File: config.mk
export PLATFORM = sky130hd
export DESIGN_NAME = fta_to_wb_bridge_flat
export DESIGN_NICKNAME = d
export VERILOG_FILES = /design/src/rtl/fta_bus_pkg.sv /design/src/rtl/fta_bus_interface.sv /design/src/rtl/fta_req_fifo.sv /design/src/rtl/fta_to_wb_bridge.sv /design/src/flat_wrapper.sv
export SDC_FILE = /design/constraint.sdc
export NUM_CORES = 2
export LEC_CHECK = 0
export ABC_CLOCK_PERIOD_IN_PS = 33500
export CAP_MARGIN = 20
export CORE_AREA = 2 2 471 473
export CTS_CLUSTER_DIAMETER = 30
export DETAILED_ROUTE_END_ITERATION = 12
export DIE_AREA = 0 0 473 475
export SLEW_MARGIN = 10
export SYNTH_ARGS = -nofsm -noshare
export SYNTH_HDL_FRONTEND = slang
export SYNTH_SLANG_ARGS = --single-unit
File: constraint.sdc
create_clock -name clk_i -period 33.5 [get_ports clk_i]
set_clock_uncertainty 0.1 [all_clocks]
set_input_delay 6.7 -clock clk_i [delete_from_list [all_inputs] [get_ports clk_i]]
set_output_delay 6.7 -clock clk_i [all_outputs]
set_load 0.1 [all_outputs]
File: src/rtl/fta_bus_pkg.sv
// fta_bus_pkg: shared FSM state type, tid width, default timeout and request packing width
package fta_bus_pkg;
  typedef enum logic [1:0] {IDLE, WAIT, RESP} fta_wb_state_t;
  localparam int TIDW = 8;
  localparam int TO_DEFAULT = 1023;
  function automatic int req_w(input int wid);
    return 1 + wid / 8 + 32 + wid + TIDW;
  endfunction
endpackage

File: src/rtl/fta_bus_interface.sv
// fta_bus_interface: FTA request/response bundle with initiator and responder views
interface fta_bus_interface import fta_bus_pkg::*; #(
  parameter int WID = 256
);
  typedef struct packed {
    logic            cyc;
    logic            we;
    logic [WID/8-1:0] sel;
    logic [31:0]     adr;
    logic [WID-1:0]  data1;
    logic [TIDW-1:0] tid;
  } req_t;
  typedef struct packed {
    logic            ack;
    logic            err;
    logic            rty;
    logic            full;
    logic [TIDW-1:0] tid;
    logic [31:0]     adr;
    logic [WID-1:0]  dat;
  } resp_t;
  req_t  req;
  resp_t resp;
  modport master (output req, input resp);
  modport slave (input req, output resp);
endinterface

File: src/rtl/fta_req_fifo.sv
// fta_req_fifo: request FIFO; empty lags count by one cycle, almost_full is registered
module fta_req_fifo import fta_bus_pkg::*; #(
  parameter int WID   = 256,
  parameter int DEPTH = 4
) (
  input  logic                      clk_i,
  input  logic                      rst_ni,
  input  logic                      push_i,
  input  logic                      pop_i,
  input  logic [req_w(WID)-1:0]     din_i,
  output logic [req_w(WID)-1:0]     dout_o,
  output logic                      empty_o,
  output logic                      full_o,
  output logic                      almost_full_o,
  output logic [$clog2(DEPTH):0]    count_o
);
  localparam int AW = $clog2(DEPTH);
  logic [req_w(WID)-1:0] mem [DEPTH];
  logic [AW-1:0] wp_q, wp_d, rp_q, rp_d;
  logic [AW:0] cnt_q, cnt_d;
  logic empty_q, empty_d, afull_q, afull_d, do_push, do_pop;
  always_comb begin
    full_o  = cnt_q == (AW+1)'(DEPTH);
    do_push = push_i && !full_o;
    do_pop  = pop_i && cnt_q != '0;
    wp_d    = wp_q + AW'(do_push);
    rp_d    = rp_q + AW'(do_pop);
    cnt_d   = cnt_q + (AW+1)'(do_push) - (AW+1)'(do_pop);
    empty_d = cnt_q == '0;
    afull_d = cnt_d >= (AW+1)'(DEPTH - 1);
  end
  always_ff @(posedge clk_i or negedge rst_ni) begin
    if (!rst_ni) begin
      wp_q    <= '0;
      rp_q    <= '0;
      cnt_q   <= '0;
      empty_q <= 1'b1;
      afull_q <= 1'b0;
    end else begin
      wp_q    <= wp_d;
      rp_q    <= rp_d;
      cnt_q   <= cnt_d;
      empty_q <= empty_d;
      afull_q <= afull_d;
    end
  end
  always_ff @(posedge clk_i) if (do_push) mem[wp_q] <= din_i;
  assign dout_o        = mem[rp_q];
  assign empty_o       = empty_q;
  assign almost_full_o = afull_q;
  assign count_o       = cnt_q;
endmodule

File: src/rtl/fta_to_wb_bridge.sv
// fta_to_wb_bridge: FTA responder to classic Wishbone master; FTA_TO_WB_TIMEOUT_EN adds a WAIT timeout
module fta_to_wb_bridge import fta_bus_pkg::*; #(
  parameter int WID       = 256,
  parameter int DEPTH     = 4,
  parameter int TO_CYCLES = TO_DEFAULT
) (
  input  logic             clk_i,
  input  logic             rst_ni,
  fta_bus_interface.slave  fta_i,
  output logic             cyc_o,
  output logic             stb_o,
  output logic             we_o,
  output logic [WID/8-1:0] sel_o,
  output logic [31:0]      adr_o,
  output logic [WID-1:0]   dat_o,
  input  logic             ack_i,
  input  logic             err_i,
  input  logic [WID-1:0]   dat_i,
  output logic             busy_o,
  output logic             ovf_o
);
  localparam int SW = WID / 8;
  localparam int FW = req_w(WID);
  fta_wb_state_t state_q, state_d;
  logic cyc_q, cyc_d, we_q, we_d, err_q, err_d, ack_q, ack_d, ovf_q, ovf_d;
  logic [SW-1:0] sel_q, sel_d;
  logic [31:0] adr_q, adr_d;
  logic [WID-1:0] wdat_q, wdat_d, rdat_q, rdat_d;
  logic [TIDW-1:0] tid_q, tid_d;
  logic [FW-1:0] fin, fout;
  logic f_we, empty, full, afull, pop, done, to_hit;
  logic [SW-1:0] f_sel;
  logic [31:0] f_adr;
  logic [WID-1:0] f_dat;
  logic [TIDW-1:0] f_tid;
  logic [$clog2(DEPTH):0] count;
  assign fin = {fta_i.req.we, fta_i.req.sel, fta_i.req.adr, fta_i.req.data1, fta_i.req.tid};
  assign {f_we, f_sel, f_adr, f_dat, f_tid} = fout;
  fta_req_fifo #(.WID(WID), .DEPTH(DEPTH)) u_fifo (
    .clk_i(clk_i), .rst_ni(rst_ni), .push_i(fta_i.req.cyc), .pop_i(pop), .din_i(fin),
    .dout_o(fout), .empty_o(empty), .full_o(full), .almost_full_o(afull), .count_o(count)
  );
  assign done = ack_i || err_i;
`ifdef FTA_TO_WB_TIMEOUT_EN
  localparam int TOW = $clog2(TO_CYCLES + 1);
  logic [TOW-1:0] to_q, to_d;
  always_comb begin
    to_d   = state_q == WAIT ? to_q + 1'b1 : '0;
    to_hit = state_q == WAIT && !done && to_q == TOW'(TO_CYCLES - 1);
  end
  always_ff @(posedge clk_i or negedge rst_ni) begin
    if (!rst_ni) to_q <= '0;
    else to_q <= to_d;
  end
`else
  assign to_hit = 1'b0;
`endif
  always_comb begin
    state_d = state_q;
    cyc_d   = cyc_q;
    we_d    = we_q;
    sel_d   = sel_q;
    adr_d   = adr_q;
    wdat_d  = wdat_q;
    tid_d   = tid_q;
    rdat_d  = rdat_q;
    err_d   = err_q;
    ack_d   = 1'b0;
    pop     = 1'b0;
    ovf_d   = ovf_q || (fta_i.req.cyc && full);
    case (state_q)
      IDLE: if (!empty) begin
        pop     = 1'b1;
        state_d = WAIT;
        cyc_d   = 1'b1;
        we_d    = f_we;
        sel_d   = f_sel;
        adr_d   = f_adr;
        wdat_d  = f_we ? f_dat : '0;
        tid_d   = f_tid;
      end
      WAIT: if (done || to_hit) begin
        state_d = RESP;
        cyc_d   = 1'b0;
        we_d    = 1'b0;
        sel_d   = '0;
        rdat_d  = (!we_q && ack_i && !err_i && !to_hit) ? dat_i : '0;
        err_d   = err_i || to_hit;
      end
      RESP: begin
        ack_d   = 1'b1;
        state_d = IDLE;
      end
      default: state_d = IDLE;
    endcase
  end
  always_ff @(posedge clk_i or negedge rst_ni) begin
    if (!rst_ni) begin
      state_q <= IDLE;
      cyc_q   <= 1'b0;
      we_q    <= 1'b0;
      sel_q   <= '0;
      adr_q   <= '0;
      wdat_q  <= '0;
      tid_q   <= '0;
      rdat_q  <= '0;
      err_q   <= 1'b0;
      ack_q   <= 1'b0;
      ovf_q   <= 1'b0;
    end else begin
      state_q <= state_d;
      cyc_q   <= cyc_d;
      we_q    <= we_d;
      sel_q   <= sel_d;
      adr_q   <= adr_d;
      wdat_q  <= wdat_d;
      tid_q   <= tid_d;
      rdat_q  <= rdat_d;
      err_q   <= err_d;
      ack_q   <= ack_d;
      ovf_q   <= ovf_d;
    end
  end
  always_comb begin
    fta_i.resp      = '0;
    fta_i.resp.ack  = ack_q;
    fta_i.resp.err  = err_q;
    fta_i.resp.full = afull;
    fta_i.resp.tid  = tid_q;
    fta_i.resp.adr  = adr_q;
    fta_i.resp.dat  = rdat_q;
  end
  assign cyc_o  = cyc_q;
  assign stb_o  = cyc_q;
  assign we_o   = we_q;
  assign sel_o  = sel_q;
  assign adr_o  = adr_q;
  assign dat_o  = wdat_q;
  assign ovf_o  = ovf_q;
  assign busy_o = count != '0 || state_q != IDLE;
endmodule

File: src/flat_wrapper.sv
// flat-port wrapper written by rule: the top's interface ports become plain ports
module fta_to_wb_bridge_flat import fta_bus_pkg::*;
#(
  parameter int WID       = 256,
  parameter int DEPTH     = 4,
  parameter int TO_CYCLES = TO_DEFAULT
)
  (clk_i, rst_ni, cyc_o, stb_o, we_o, sel_o, adr_o, dat_o, ack_i, err_i, dat_i, busy_o, ovf_o, fta_i_req, fta_i_resp);
  fta_bus_interface #(.WID(WID)) fta_i_i ();
  input  logic clk_i;
  input  logic rst_ni;
  output logic cyc_o;
  output logic stb_o;
  output logic we_o;
  output logic [WID/8-1:0] sel_o;
  output logic [31:0] adr_o;
  output logic [WID-1:0] dat_o;
  input  logic ack_i;
  input  logic err_i;
  input  logic [WID-1:0] dat_i;
  output logic busy_o;
  output logic ovf_o;
  input wire logic [$bits(fta_i_i.req)-1:0] fta_i_req;
  output wire logic [$bits(fta_i_i.resp)-1:0] fta_i_resp;
  assign fta_i_i.req = fta_i_req;
  assign fta_i_resp = fta_i_i.resp;
  fta_to_wb_bridge #(.WID(WID), .DEPTH(DEPTH), .TO_CYCLES(TO_CYCLES)) u_core (.clk_i(clk_i), .rst_ni(rst_ni), .fta_i(fta_i_i), .cyc_o(cyc_o), .stb_o(stb_o), .we_o(we_o), .sel_o(sel_o), .adr_o(adr_o), .dat_o(dat_o), .ack_i(ack_i), .err_i(err_i), .dat_i(dat_i), .busy_o(busy_o), .ovf_o(ovf_o));
endmodule
Word level (Yosys, flattened, before mapping)
Memory sizes are Yosys's and may differ from the RTL's.
Cells that the tools add are included.
{"block": "word_totals", "memories": 1, "regBits": 600, "inputBits": 590, "out_inout_bits": 625, "mem_bits_rw": 1316, "elab_cells": 66}
{"block": "op_classes", "mux": 18, "bitwise_logic": 1, "magnitude_cmp": 1, "addsub": 4, "n_reduce_logical": 20, "eq_ne": 5}
{"name": "u_core.u_fifo.mem", "words": 4, "width": 329, "rd": 1, "rd_ports_with_merged_regs": 0, "wr": 1, "line": "fta_req_fifo.sv:18", "source": "logic [req_w(WID)-1:0] mem [DEPTH];"}
{"op": "256-bit two-way mux", "n": 2}
{"op": "32-bit two-way mux", "n": 2}
{"op": "32-bit case mux with 2 select lines", "n": 1}
{"op": "1-bit two-way mux", "n": 8}
{"op": "2-bit AND reduction", "n": 3}
{"op": "1-bit logical AND", "n": 5}
{"op": "2-bit by 1-bit adder with 2-bit output", "n": 2}
{"op": "2-bit two-way mux", "n": 2}
{"op": "1-bit case mux with 2 select lines", "n": 2}
{"op": "2-bit case mux with 2 select lines", "n": 1}
{"op": "2-bit nonzero test", "n": 2}
{"op": "3-bit by 1-bit adder with 3-bit output", "n": 1}
{"op": "3-bit == test (second input constant)", "n": 1}
{"op": "3-bit by 2-bit greater-or-equal comparator with 1-bit output (second input constant)", "n": 1}
{"op": "1-bit zero test", "n": 3}
{"op": "3-bit zero test", "n": 1}
{"op": "1-bit logical OR", "n": 3}
{"op": "3-bit AND reduction", "n": 1}
{"op": "3-bit nonzero test", "n": 1}
{"op": "3-bit by 1-bit subtractor with 3-bit output", "n": 1}
{"op": "2-bit by 1-bit == test with 1-bit output (second input constant)", "n": 1}
{"op": "2-bit == test (second input constant)", "n": 1}
{"op": "2-bit zero test", "n": 1}
{"op": "2-bit by 1-bit inequality test with 1-bit output (second input constant)", "n": 1}
{"op": "2 further kinds", "n": 2}

Longest topological paths before layout
{"block": "logic_depth", "depth_word": 6, "ltp_mapped": 11, "mapped_depth_nobuf": 8}

By module
A second synthesis with hierarchy kept.
{"block": "unflattened", "hier_cells": 3735, "hier_area_um2": 70294.9}
{"module": "fta_req_fifo", "n_inst": 1, "cells_each": 1754, "area_per_inst_um2": 47964.8, "seq_area_each_um2": 39744.4}
{"module": "fta_to_wb_bridge", "n_inst": 1, "cells_each": 1981, "area_per_inst_um2": 22330.2, "seq_area_each_um2": 14789.2}

Worst setup path after synthesis
No wires, ideal clock.
{"block": "synth_timing", "kind": "input-to-reg", "start": "in fta_i_req[329]", "end": "mem u_core.u_fifo.mem[1][0] (netlist bit) (enable)", "setup_ns": 1.490, "path_stages": 2, "slack_ns": 1.246, "path_buffers": 0, "t_arrival_ns": 30.663, "required_ns": 31.910, "cell_sequence": "o31ai_1 nor3b_1"}
{"block": "synth_between", "elab_chain_len": 3}
{"element": "start: declaration", "line": "flat_wrapper.sv:23", "source": "input wire logic [$bits(fta_i_i.req)-1:0] fta_i_req;"}
{"element": "1-bit logical AND", "line": "fta_req_fifo.sv:24", "source": "do_push = push_i && !full_o;"}
{"element": "1-bit two-way mux", "line": "fta_req_fifo.sv:47", "source": "always_ff @(posedge clk_i) if (do_push) mem[wp_q] <= din_i;"}
{"element": "1-bit two-way mux (implied by the code)", "line": "fta_req_fifo.sv:47"}
{"element": "end: declaration", "line": "fta_req_fifo.sv:18"}
No other way between the ends.

Final worst setup path
{"block": "layout_timing", "start": "in fta_i_req[329]", "end": "mem u_core.u_fifo.mem[1][133] (netlist bit) (enable)"}
Same word-level chain as after synthesis.

==> flow_summary_export.csv <==
group,metric,value,unit
run_status,status,"finished, final reports clean",
clock_network,cts-root-buf,"clkbuf_16",
worst_hold_path,hp-class,"reg -> reg",
power,power_switching,5.722,mW
clock_network,cts-buffers-inserted,417,
yosys,synth_nets,4672,
clock_network,cts_setup_buffers,0,
setup_path,cp-end-kind,"register",
yosys,async_flop_share,31.32,%
setup_path,path_max_fanout,59,
yosys,synthCells,4079,
setup_path,path_class,"in -> reg",
floorplanning,core_area,219100,um2
place,dp_hpwl,191900,um
clock_network,clkLatencyLatePin,0.98,ns
yosys,synth_cell_type_count,42,
routing,viasPerCell,5.251,
power,p_per_area,129.6,nW/um2
power,peakVddDrop,0.00008054,V
yosys,avgSynthCellArea,17.55,um2
sta,setup_viol,0,
final_layout,post-route-cell-area,101100,um2
setup_path,critPathArrivalTime,11.17,ns
clock_network,cts_tree,"built",
setup_path,r2r-start,"u_core.u_fifo.rp_q[1]",
setup_path,critPathSlowestCell,"buf_4",
sta,setup_tns,0,ns
final_layout,drive_gt1_share,16.73,%
routing,drt-pass1-iter-count,8,
yosys,synth_area_leaders,"edfxtp_1 (55%), dfrtp_1 (21%), mux2i_1 (7.2%)",
clock_network,cts_max_level,5,
place,place_congestion,0.9983,
clock_network,cts_resized,0,
floorplanning,fp.dieH,475,um
power,leakage,38.84,nW
sta,fmax,0.09276,GHz
sta,fin_crit_sh,32.18,%
power,p_seq_share,27.8,%
yosys,synth_warnings,0,
worst_hold_path,hp-start,"u_core.tid_q[4]",
power,power_frac_comb,40.7,%
clock_network,clockBufferDepth,4,
clock_network,cts_sinks,1916,
power,p_sw_share,43.70,%
power,clockPowerShare,31.5,%
routing,wl_per_cell,32.89,um
global_route,grt.overflow.total,0,
setup_path,crit_start,"fta_i_req[329]",
setup_path,critical_path.startpoint_type,"input port",
floorplanning,rows,172,
final_layout,syn_to_final_growth,41.18,%
floorplanning,io_pins,1215,
setup_path,cp.required,33.89,ns
yosys,synth_edf_count,1316,
routing,drc,0,
place,portBuffers,1213,
yosys,seq_area_frac_synth,76.18,%
setup_path,slowest_delay,0.86,ns
yosys,synth-seq-cells,1916,
setup_path,crit_path_frequent_cell,"buf_4",
sta,worstMarginPinSlew,1.384,ns
run,maxCapViolCount,0,
routing,drt-initial-drc-count,4336,
yosys,synth_top_area_share,55.20,%
global_route,grt_max_degree,192,
global_route,grtUsageTotal,24.74,%
final_layout,register_area,54540,um2
clock_network,path_clk_slew,0.04,ns
sta,period_minus_slack,10.78,ns
clock_network,cts_hold_buf,0,
global_route,antenna_found_initial,120,
routing,wirelength,286600,um
floorplanning,start_util,32.68,%
final_layout,nNetsFinal,6054,
global_route,grt_pass1_vias,45710,
place,placed_area,86630,um2
routing,drtAntennaViolNets,0,
sta,drv_slew,0,
final_layout,nFillCells,18824,
sta,max_slew_margin,7.751,%
sta,hold_viol_final,0,
setup_path,rrSetupSlack,28.61,ns
power,intPower,7.373,mW
final_layout,multi_input_area,15230,um2
yosys,synth_ff_type,"edfxtp_1",
yosys,netlist_area,71590,um2
sta,grt_setup_unrepaired,"no",
setup_path,path_cells,"clkdlybuf4s50_1 > o31ai_1 > buf_4 > nor3b_2 > buf_4 > buf_4 > buf_4",
floorplanning,fp.dieW,473,um
global_route,grt_pass1_wl,383400,um
routing,vias,45757,
floorplanning,dieArea,224700,um2
yosys,yosys.area.top_type,"edfxtp_1",
-- Yosys cell counts, types with 43 or more instances --
master       n
clkbuf_1   140
nand2_1    124
buf_2      119
a22o_1     289
mux4_2      72
nor4_1     256
edfxtp_1  1316
a221o_1    256
buf_4       43
nor2_1     261
mux2i_1    512
dfrtp_1    599
-- worst max-delay path, delay by kind of cell --
family	cells	cell delay, ns
AO/OA/AOI/OAI	1	0.14
buffers and inverters	5	3.27
AND/OR/NAND/NOR	1	0.83
-- power groups by stage --
| stage | combinational [mW] | sequential [mW] | clock (mW) |
|---|---|---|---|
| 6_report | 5.33 | 3.64 | 4.13 |
| 5_1_grt | 5.50 | 3.67 | 4.30 |
| 4_1_cts | 5.34 | 3.62 | 4.17 |
| 3_5_place_dp | 5.33 | 3.64 | 0 |
| 3_3_place_gp | 5.22 | 3.64 | 0 |
| 2_1_floorplan | 1.76 | 5.72 | 0 |
-- stage by stage --
step / cells / total power, mW / util (%) / hold slack (ns) / setup WS [ns]
finish: 8714 / 13.10 / 46.13 / 0.3875 / 22.72
global route: 8703 / 13.47 / 46.12 / 0.4128 / 22.61
CTS: 8673 / 13.13 / 46.08 / 0.3891 / 22.77
detailed placement: 7912 / 8.973 / 39.54 / 0.3705 / 21.81
global placement: 7878 / 8.860 / 39.22 / 0.3663 / 21.85
floorplan: 4079 / 7.484 / - / 0.3435 / 1.246
-- layer usage --
metal / vias up / wire, um / GRT usage [%]
met5: - / 709 / 0
met4: 106 / 17440 / 15.42
met3: 684 / 31320 / 10.53
met2: 2190 / 131400 / 37.82
met1: 23622 / 105800 / 28.67
li1: 19155 / - / -
-- state kept, by name, summed over array words and instances (netlist names), 2 cells and up --
| signal | cells |
|---|---|
| u_core.u_fifo.rp_q | 2 |
| u_core.tid_q | 8 |
| u_core.state_q | 2 |
| u_core.dat_o | 256 |
| u_core.u_fifo.wp_q | 2 |
| u_core.u_fifo.count_o | 3 |
| u_core.sel_o | 32 |
| u_core.rdat_q | 256 |
| u_core.adr_o | 32 |
| u_core.u_fifo.mem | 1316 |
-- logic make-up after synthesis --
| logic type | share of synthesized area, % |
|---|---|
| AO/OA/AOI/OAI | 7.199 |
| XOR/XNOR | 0.07341 |
| adder cells (fa/ha/maj) | 0.06291 |
| buffers and inverters | 2.616 |
| flip-flops | 76.18 |
| multiplexers | 9.471 |
| other | 0.005238 |
| AND/OR/NAND/NOR | 4.396 |
-- worst paths after layout --
kind | cells after the start | end
min in group asynchronous | 1 | u_core.sel_o[9]
min | 2 | u_core.tid_q[4]
min reg2reg | 2 | u_core.tid_q[4]
max reg2reg | 7 | u_core.dat_o[127]
max in group asynchronous | 5 | u_core.dat_o[35]
max | 7 | u_core.u_fifo.mem[1][133]
-- layout make-up --
| cell class | instances | area share (%) |
|---|---|---|
| sequential | 1916 | 53.96 |
| multi-input combinational | 1805 | 15.07 |
| timing repair buffer | 1316 | 13.11 |
| clock buffer | 526 | 11.28 |
| tap | 2871 | 3.554 |
| clock inverter | 235 | 2.891 |
| antenna | 40 | 0.09903 |
| inverter | 5 | 0.02600 |
-- cells in the final DEF, fill, tap and decap left out, drive strengths merged, types with 72 or more instances in the layout --
| cell type | instances |
|---|---|
| clkinv | 134 |
| clkbuf | 526 |
| clkdlybuf4s50 | 1113 |
| a221o | 256 |
| a22o | 289 |
| buf | 203 |
| nand2 | 124 |
| nor4 | 256 |
| nor2 | 262 |
| edfxtp | 1316 |
| mux2i | 513 |
| mux4 | 72 |
| dfrtp | 599 |
(Power assumes the default switching activity.)
